<file path="src/rtl/frank6000_stack_pkg.sv">
// rtl/frank6000_stack_pkg.sv - shared constants and op decode for the return address stack
package frank6000_stack_pkg;

  localparam int OVF_REJECT = 0;
  localparam int OVF_WRAP   = 1;

  // Encoding mirrors {i_call, i_rtrn} so decode is a plain cast.
  typedef enum logic [1:0] {
    STK_NOP  = 2'b00,
    STK_POP  = 2'b01,
    STK_PUSH = 2'b10,
    STK_REPL = 2'b11
  } stk_op_e;

  function automatic stk_op_e decode_op(input logic call, input logic rtrn);
    return stk_op_e'({call, rtrn});
  endfunction

endpackage

</file>
<file path="src/rtl/stack_regfile.sv">
// rtl/stack_regfile.sv - register array with async-clear, one sync write port and one async read port
module stack_regfile #(
  parameter int ADDR_WIDTH = 4,
  parameter int DATA_WIDTH = 8
) (
  input  logic                  i_clk,
  input  logic                  i_rst_n,
  input  logic                  i_we,
  input  logic [ADDR_WIDTH-1:0] i_waddr,
  input  logic [DATA_WIDTH-1:0] i_wdata,
  input  logic [ADDR_WIDTH-1:0] i_raddr,
  output logic [DATA_WIDTH-1:0] o_rdata
);

  localparam int DEPTH = 2 ** ADDR_WIDTH;

  logic [DATA_WIDTH-1:0] mem_q [DEPTH];

  always_ff @(posedge i_clk or negedge i_rst_n) begin
    if (!i_rst_n) begin
      for (int i = 0; i < DEPTH; i++) mem_q[i] <= '0;
    end else if (i_we) begin
      mem_q[i_waddr] <= i_wdata;
    end
  end

  assign o_rdata = mem_q[i_raddr];

endmodule

</file>
<file path="src/rtl/return_address_stack.sv">
// rtl/return_address_stack.sv - call/return address stack with status, overflow policy and sticky error flags
module return_address_stack
  import frank6000_stack_pkg::*;
#(
  parameter int ADDR_WIDTH = 4,
  parameter int DATA_WIDTH = 8,
  parameter int PC_INCR    = 1,
  parameter int OVF_MODE   = 0
) (
  input  logic                  i_clk,
  input  logic                  i_rst_n,
  input  logic [DATA_WIDTH-1:0] i_PC,
  input  logic                  i_call,
  input  logic                  i_rtrn,
  input  logic                  i_clr_err,
  output logic [DATA_WIDTH-1:0] o_stack,
  output logic [ADDR_WIDTH:0]   o_count,
  output logic                  o_empty,
  output logic                  o_full,
  output logic                  o_ovf,
  output logic                  o_unf
);

  localparam logic [ADDR_WIDTH:0] FULL_COUNT = {1'b1, {ADDR_WIDTH{1'b0}}};

  logic [ADDR_WIDTH-1:0] top_q, top_d, bot_q, bot_d, top_m1;
  logic [ADDR_WIDTH:0]   count_q, count_d;
  logic                  ovf_q, ovf_d, unf_q, unf_d;
  logic                  ovf_set, unf_set, do_push, empty, full;
  logic                  we;
  logic [ADDR_WIDTH-1:0] waddr;
  logic [DATA_WIDTH-1:0] push_val, rdata;
  stk_op_e               op;

  assign op       = decode_op(i_call, i_rtrn);
  assign push_val = i_PC + DATA_WIDTH'(PC_INCR);
  assign top_m1   = top_q - ADDR_WIDTH'(1);
  assign empty    = (count_q == '0);
  assign full     = (count_q == FULL_COUNT);
  // A combined call+rtrn on an empty stack has nothing to replace, so it pushes.
  assign do_push  = (op == STK_PUSH) || (op == STK_REPL && empty);

  always_comb begin
    top_d   = top_q;
    bot_d   = bot_q;
    count_d = count_q;
    ovf_set = 1'b0;
    unf_set = 1'b0;
    we      = 1'b0;
    waddr   = top_q;
    if (do_push) begin
      if (!full) begin
        we      = 1'b1;
        top_d   = top_q + ADDR_WIDTH'(1);
        count_d = count_q + (ADDR_WIDTH+1)'(1);
      end else begin
        ovf_set = 1'b1;
        if (OVF_MODE == OVF_WRAP) begin
          we    = 1'b1;
          top_d = top_q + ADDR_WIDTH'(1);
          bot_d = bot_q + ADDR_WIDTH'(1);
        end
      end
    end else if (op == STK_POP) begin
      if (!empty) begin
        top_d   = top_m1;
        count_d = count_q - (ADDR_WIDTH+1)'(1);
      end else begin
        unf_set = 1'b1;
      end
    end else if (op == STK_REPL) begin
      we    = 1'b1;
      waddr = top_m1;
    end
    ovf_d = ovf_set | (ovf_q & ~i_clr_err);
    unf_d = unf_set | (unf_q & ~i_clr_err);
  end

  always_ff @(posedge i_clk or negedge i_rst_n) begin
    if (!i_rst_n) begin
      top_q   <= '0;
      bot_q   <= '0;
      count_q <= '0;
      ovf_q   <= 1'b0;
      unf_q   <= 1'b0;
    end else begin
      top_q   <= top_d;
      bot_q   <= bot_d;
      count_q <= count_d;
      ovf_q   <= ovf_d;
      unf_q   <= unf_d;
    end
  end

  stack_regfile #(
    .ADDR_WIDTH (ADDR_WIDTH),
    .DATA_WIDTH (DATA_WIDTH)
  ) u_regfile (
    .i_clk   (i_clk),
    .i_rst_n (i_rst_n),
    .i_we    (we),
    .i_waddr (waddr),
    .i_wdata (push_val),
    .i_raddr (top_m1),
    .o_rdata (rdata)
  );

  assign o_stack = empty ? '0 : rdata;
  assign o_count = count_q;
  assign o_empty = empty;
  assign o_full  = full;
  assign o_ovf   = ovf_q;
  assign o_unf   = unf_q;

endmodule

</file>
<file path="config.mk">
export PLATFORM = sky130hd
export DESIGN_NAME = return_address_stack
export DESIGN_NICKNAME = d
export VERILOG_FILES = /design/src/rtl/frank6000_stack_pkg.sv /design/src/rtl/stack_regfile.sv /design/src/rtl/return_address_stack.sv
export SDC_FILE = /design/constraint.sdc
export NUM_CORES = 1
export LEC_CHECK = 0
export CELL_PAD_IN_SITES_DETAIL_PLACEMENT = 1
export CELL_PAD_IN_SITES_GLOBAL_PLACEMENT = 2
export CORE_UTILIZATION = 48
export DETAILED_ROUTE_END_ITERATION = 8
export PLACE_DENSITY = 0.9
export SKIP_CTS_REPAIR_TIMING = 1
export SKIP_LAST_GASP = 1
export SYNTH_ARGS = -nofsm -noshare
export SYNTH_HDL_FRONTEND = slang
export SYNTH_HIERARCHICAL = 1
export SYNTH_SLANG_ARGS = --single-unit
</file>
<file path="constraint.sdc">
create_clock -name i_clk -period 6.98 [get_ports i_clk]
set_clock_uncertainty 0.15 [all_clocks]
set_input_delay 0.698 -clock i_clk [delete_from_list [all_inputs] [get_ports i_clk]]
set_output_delay 0.698 -clock i_clk [all_outputs]
set_load 0.03 [all_outputs]
</file>
## Word level (Yosys, flattened, before mapping)

Index checks and enable logic that the tools add are counted.

| operators by class | value |
|---|---|
| eq/ne operators | 6 |
| multiplexer cells | 27 |
| bitwise gates (word level) | 7 |
| order comparisons | 3 |
| add/sub/neg operators | 5 |
| reduce and logical (&&, ||, !) cells | 6 |

Operators with widths:

| kind | number |
|---|---|
| 128-bit bitwise mux | 1 |
| 8-bit binary-select mux with 4-bit select | 1 |
| 8-bit demux with 4-bit select | 1 |
| 8-bit two-way mux | 4 |
| 4-bit two-way mux | 7 |
| 5-bit two-way mux | 4 |
| 5-bit greater-or-equal comparator (second input constant) | 2 |
| 4-bit inverter with 5-bit output | 2 |
| 1-bit two-way mux | 9 |
| 8-bit by 1-bit adder with 8-bit output (second input constant) | 1 |
| 5-bit by 1-bit adder with 5-bit output (second input constant) | 1 |
| 5-bit == test (second input constant) | 1 |
| 5-bit logical NOT | 1 |
| 5-bit by 1-bit less-than comparator with 1-bit output (second input constant) | 1 |
| 5-bit by 1-bit subtractor with 5-bit output (second input constant) | 1 |
| 4-bit by 1-bit adder with 4-bit output (second input constant) | 1 |
| 2-bit == test (second input constant) | 2 |
| 2-bit inequality test (second input constant) | 2 |
| 4-bit by 1-bit subtractor with 4-bit output (second input constant) | 1 |
| 3-bit AND reduction | 1 |
| 1-bit bitwise AND | 2 |
| 2-bit by 1-bit == test with 1-bit output (second input constant) | 1 |
| 1-bit logical AND | 2 |
| 1-bit bitwise OR | 2 |
| 3 further kinds | 3 |

| storage, ports and cells | value |
|---|---|
| register bits | 139 |
| input bits | 13 |
| word-level logic and storage cells | 74 |

## Longest topological paths before layout

| logic depth | value |
|---|---|
| depth after elaboration | 10 |
| depth in mapped cells | 11 |
| depth with buffers taken out | 9 |

## By module

Netlist, hierarchy kept.

By module, submodules not included:

| module | area each (um2) | cells each | times used |
|---|---|---|---|
| stack_regfile | 5,915.7 | 365 | 1 |
| return_address_stack | 996.0 | 114 | 1 |

## Worst setup path before layout

Ideal clock, no wire load.

| timing path | value |
|---|---|
| path kind | register to register |
| start | register count_q[1] (netlist: o_count[1]) |
| end | register u_regfile/mem_q[0] (netlist bit) |
| data arrival time | 2.936 ns |
| period minus slack after synthesis | 3.210 ns |
| setup slack | 3.770 ns |
| stages on the path, launching flop included | 11 |
| required time | 6.705 ns |
| cells stage by stage | dfrtp_1 buf_6 or4_1 buf_2 o211ai_2 nor2_1 xor2_1 buf_6 nand3_1 nor2_2 mux2_2 |

| on the way | value |
|---|---|
| longest elaborated chain between the ends | 10 |
| elaborated cells on any way between the ends | 14 |
| classes of those cells | order compare (2); eq/ne (1); mux (6); bitwise (1); reduce/logical (4) |

Ends and longest elaborated chain:

| item | RTL line | text |
|---|---|---|
| from (decl) | return_address_stack.sv:27 | `logic [ADDR_WIDTH:0] count_q, count_d;` |
| from (signal assigned) | return_address_stack.sv:89 | `count_q <= count_d;` |
| 5-bit logical NOT * | return_address_stack.sv:38 | `assign empty = (count_q == '0);` |
| 1-bit logical AND * | return_address_stack.sv:41 | `assign do_push = (op == STK_PUSH) \|\| (op == STK_REPL && empty);` |
| 1-bit logical OR * | return_address_stack.sv:41 |  |
| 4-bit two-way mux * | return_address_stack.sv:51 | `if (do_push) begin` |
| via waddr[2] | return_address_stack.sv:31 | `logic [ADDR_WIDTH-1:0] waddr;` |
| 4-bit inverter with 5-bit output (not written as such) * | stack_regfile.sv:23 | `mem_q[i_waddr] <= i_wdata;` |
| 5-bit greater-or-equal comparator (not written as such) / 5-bit by 1-bit less-than comparator with 1-bit output (equally long branches) | stack_regfile.sv:23 |  |
| 1-bit logical AND (not written as such) | stack_regfile.sv:23 |  |
| 8-bit two-way mux (not written as such) | stack_regfile.sv:23 |  |
| 8-bit demux with 4-bit select * | stack_regfile.sv:23 |  |
| 128-bit bitwise mux * | stack_regfile.sv:23 |  |
| to (signal, indexed assignment) | stack_regfile.sv:23 |  |
| to (decl) | stack_regfile.sv:17 | `logic [DATA_WIDTH-1:0] mem_q [DEPTH];` |

The timed path passes the listed nets; every way through them passes the cells marked *.
A chain may end at the register's enable or synchronous reset.

## Worst setup path in the final report

| timing path | value |
|---|---|
| start | register top_q[0] |
| end | output o_stack[0] |

| on the way | value |
|---|---|
| longest elaborated chain between the ends | 6 |

Ends and longest elaborated chain:

| item | RTL line | text |
|---|---|---|
| from (decl) | return_address_stack.sv:26 | `logic [ADDR_WIDTH-1:0] top_q, top_d, bot_q, bot_d, top_m1;` |
| from (signal assigned) | return_address_stack.sv:87 | `top_q <= top_d;` |
| 4-bit by 1-bit subtractor with 4-bit output | return_address_stack.sv:37 | `assign top_m1 = top_q - ADDR_WIDTH'(1);` |
| via top_m1[2] | return_address_stack.sv:26 |  |
| 4-bit inverter with 5-bit output (not written as such) | stack_regfile.sv:27 | `assign o_rdata = mem_q[i_raddr];` |
| 8-bit binary-select mux with 4-bit select | stack_regfile.sv:27 |  |
| 8-bit two-way mux (not written as such) (2 in a row) | stack_regfile.sv:27 |  |
| via rdata[0] | return_address_stack.sv:32 | `logic [DATA_WIDTH-1:0] push_val, rdata;` |
| 8-bit two-way mux | return_address_stack.sv:108 | `assign o_stack = empty ? '0 : rdata;` |
| to (decl) | return_address_stack.sv:16 | `output logic [DATA_WIDTH-1:0] o_stack,` |

The timed path passes the listed nets, and every way through them passes these cells. The select of a mux whose other input is x is not followed.

==> summary.md <==
| Metric | Value |
|---|---|
| Ys Warns | 6 |
| Max Cap Viol | 0 |
| Post-synthesis sequential area ratio | 50.3% |
| Final Hold Vio Count | 0 |
| Most frequent cells in the layout | dfrtp_1, mux2_2, mux4_2 |
| Synth Instances | about 480 |
| Via/cell ratio | 6.02 |
| Cell Area, Synth | approximately 6900 um2 |
| DRT Pass-1 Iters | 4 |
| Detailed Route WL | 16300 um |
| Gpl congestion | 0.780 |
| Ys async rst share | 100% |
| Average size of a mapped cell | 14.4 um2 |
| Setup TNS Final | 0 ps |
| Die Y-Extent | 122 um |
| Share of layout cells above drive strength 1 | 42.6% |
| Crit path time final | between 4000 and 5000 ps |
| Clk buf depth | 2 |
| Tcrit/Tclk final | 68.3% |
| Yosys cell types | 47 |
| 1st-iter DRT viols | 260 |
| Reg2reg setup slack | 2780 ps |
| Post-DRT Antenna Nets | 0 |
| VDD IR max | 0.474 mV |
| First-pass GRT wire length | 26000 um |
| Post-place setup slack | 2660 ps |
| Arrival @ worst endpoint | 3920 ps |
| Clk sinks | 139 |
| Mapped Nets | just under 500 |
| Fill count | 1328 |
| Reg clk slew, reported paths | 60 ps |
| Clk root buf | clkbuf_16 |
| Pwr per Cell Area | between 500 and 600 nW/um2 |
| H-tree lvl count | 4 |
| Path type of the worst min-delay path | in2async |
| Post-synth top flop | dfrtp_1 |
| Dpl cells | 664 |
| Multi-input gate area | 3250 um2 |
| Vias in the first global route | about 4600 |
| Routed WL per cell | 23.4 um |
| R2r startpoint | o_count[1] |
| Worst Path Required | 6130 ps |
| Top cells by area, synth | dfrtp_1, mux2_2, mux4_2, a22oi_1, mux2_4 |
| Setup WS post-layout | 2210 ps |
| Port Buf Inserts | 29 |
| Most common library cell in the layout ignoring fill and taps | dfrtp_1 |
| Initial antenna violation count | 0 |
| Worst-Margin Slew | approximately 1300 ps |
| CTS buffer count | 17 |
| R2r worst-path depth | 7 |
| # setup viols final | 0 |
| All-layer global routing usage | roughly 24% |
| Status | complete, no violations |
| ANT cells | 0 |
| Seq cells post-synth | 139 |
| FF/Latch Area | 3480 um2 |
| Finished Layout Cells | 696 |
| CTS tree | built |
| Worst r2r dst | u_regfile/mem_q[45] |
| Die Width | 122 um |
| Initial Utilization | 49.4% |
| Die ar. | between 10000 and 15000 um2 |
| Largest net degree at the start of global routing | 76 |
| Layout Nets | 522 |
| HPWL after detailed placement | 10300 um |
| Layout area overhead | 14.4% |
| RSZ-0062 raised after global routing | false |
| Detailed-route DRC error count | 0 |
| Total grt overflow | 0 |
| Core area | 14000 um2 |
| Fmax | 210 MHz |
| Num ports | 30 |
| Num rows | 43 |
| Worst-Skew Late Latency | approximately 430 ps |
| Critical Path Fanout Max | 34 |
| Pins Over Slew Limit | 0 |
| Synth area leader | dfrtp_1 |
| Element type at the critical path end | primary output |
| Setup Crit Path Kind | reg2out |
| Lkg Pwr | 3.33 nW |
| Synth top area share | 50.3% |
| CP startpoint kind | register |
| Vias | 4187 |
| Rel. slew slack | 10.9% |
| Number of flops mapped to enable cells by yosys | 0 |
power by group:
| group | internal, W | switching (W) | leakage, nW |
|---|---|---|---|
| sequential | 0.00119 | 0.000262 | 1.71 |
| clock | 0.000542 | 0.000331 | 0.281 |
| combinational | 0.00107 | 0.00104 | 1.34 |
| total | 0.00281 | 0.00163 | 3.33 |
cell usage after synthesis (6+ instances only):
library cell / count
dfrtp_1: 139
nand2_1: 12
mux4_2: 32
mux2_2: 120
nor2b_1: 11
nand3_1: 6
a22oi_1: 18
nor2_2: 6
buf_2: 7
inv_1: 8
xor2_1: 7
nor2_1: 12
clkbuf_1: 15
xnor2_1: 10
mux2_4: 9
critical path: stages, from the launching register on:
cell and delay (ps):
dfrtp_1 450, inv_2 70, buf_4 550, ha_1 330, xor2_1 270, nor2b_1 610
a22oi_1 190, nand2_1 110, nor2b_1 200, clkdlybuf4s50_1 720
metrics by stage:
step	total power, W	area (um2)	util, %	hold WS, ps
2_1_floorplan	0.00295	6910	-	252
6_report	0.00444	7910	56.5	99.9
3_5_place_dp	0.00355	7310	52.3	340
4_1_cts	0.00448	7890	56.4	116
3_3_place_gp	0.00346	7310	52.3	332
5_1_grt	0.00468	7910	56.5	147
cell families after synthesis:
kind of cell	after synthesis	share of synthesized area (%)
adders and majority gates	5	0.905
AOI/OAI and AO/OA	40	4.24
and+or+nand+nor	77	7.42
buffers and inverters	38	2.73
muxes	163	32.2
DFF	139	50.3
xor gates and xnor gates	17	2.15
how the worst max path moves through the flow:
stage / start / end
floorplan: o_count[1] / u_regfile/mem_q[0]
detailed placement: i_call / u_regfile/mem_q[42]
finish: top_q[0] / o_stack[0]
global placement: i_call / u_regfile/mem_q[45]
global route: top_q[0] / o_stack[0]
CTS: top_q[0] / o_stack[0]
layer usage:
metal	vias up	share of wire [%]	global-route usage (%)
met5	-	0	0
met4	0	1.3	9.34
met3	15	4.2	5.29
met2	89	53	41.1
met1	2266	41	29.9
li1	1817	-	-
registers in the layout, summed over array words and instances (netlist names):
signal           flops
u_regfile/mem_q    128
o_count              5
top_q                4
o_ovf                1
o_unf                1
final cells by class:
cell class                      count  area share, %
Multi-Input combinational cell    302           41.1
Sequential cell                   139           44.0
Clock buffer                       25           6.52
Inverter                            8          0.380
Clock inverter                      6          0.760
Tap cell                          180           2.85
Timing Repair Buffer               36           4.35
Power figures use the tool's default switching activity.
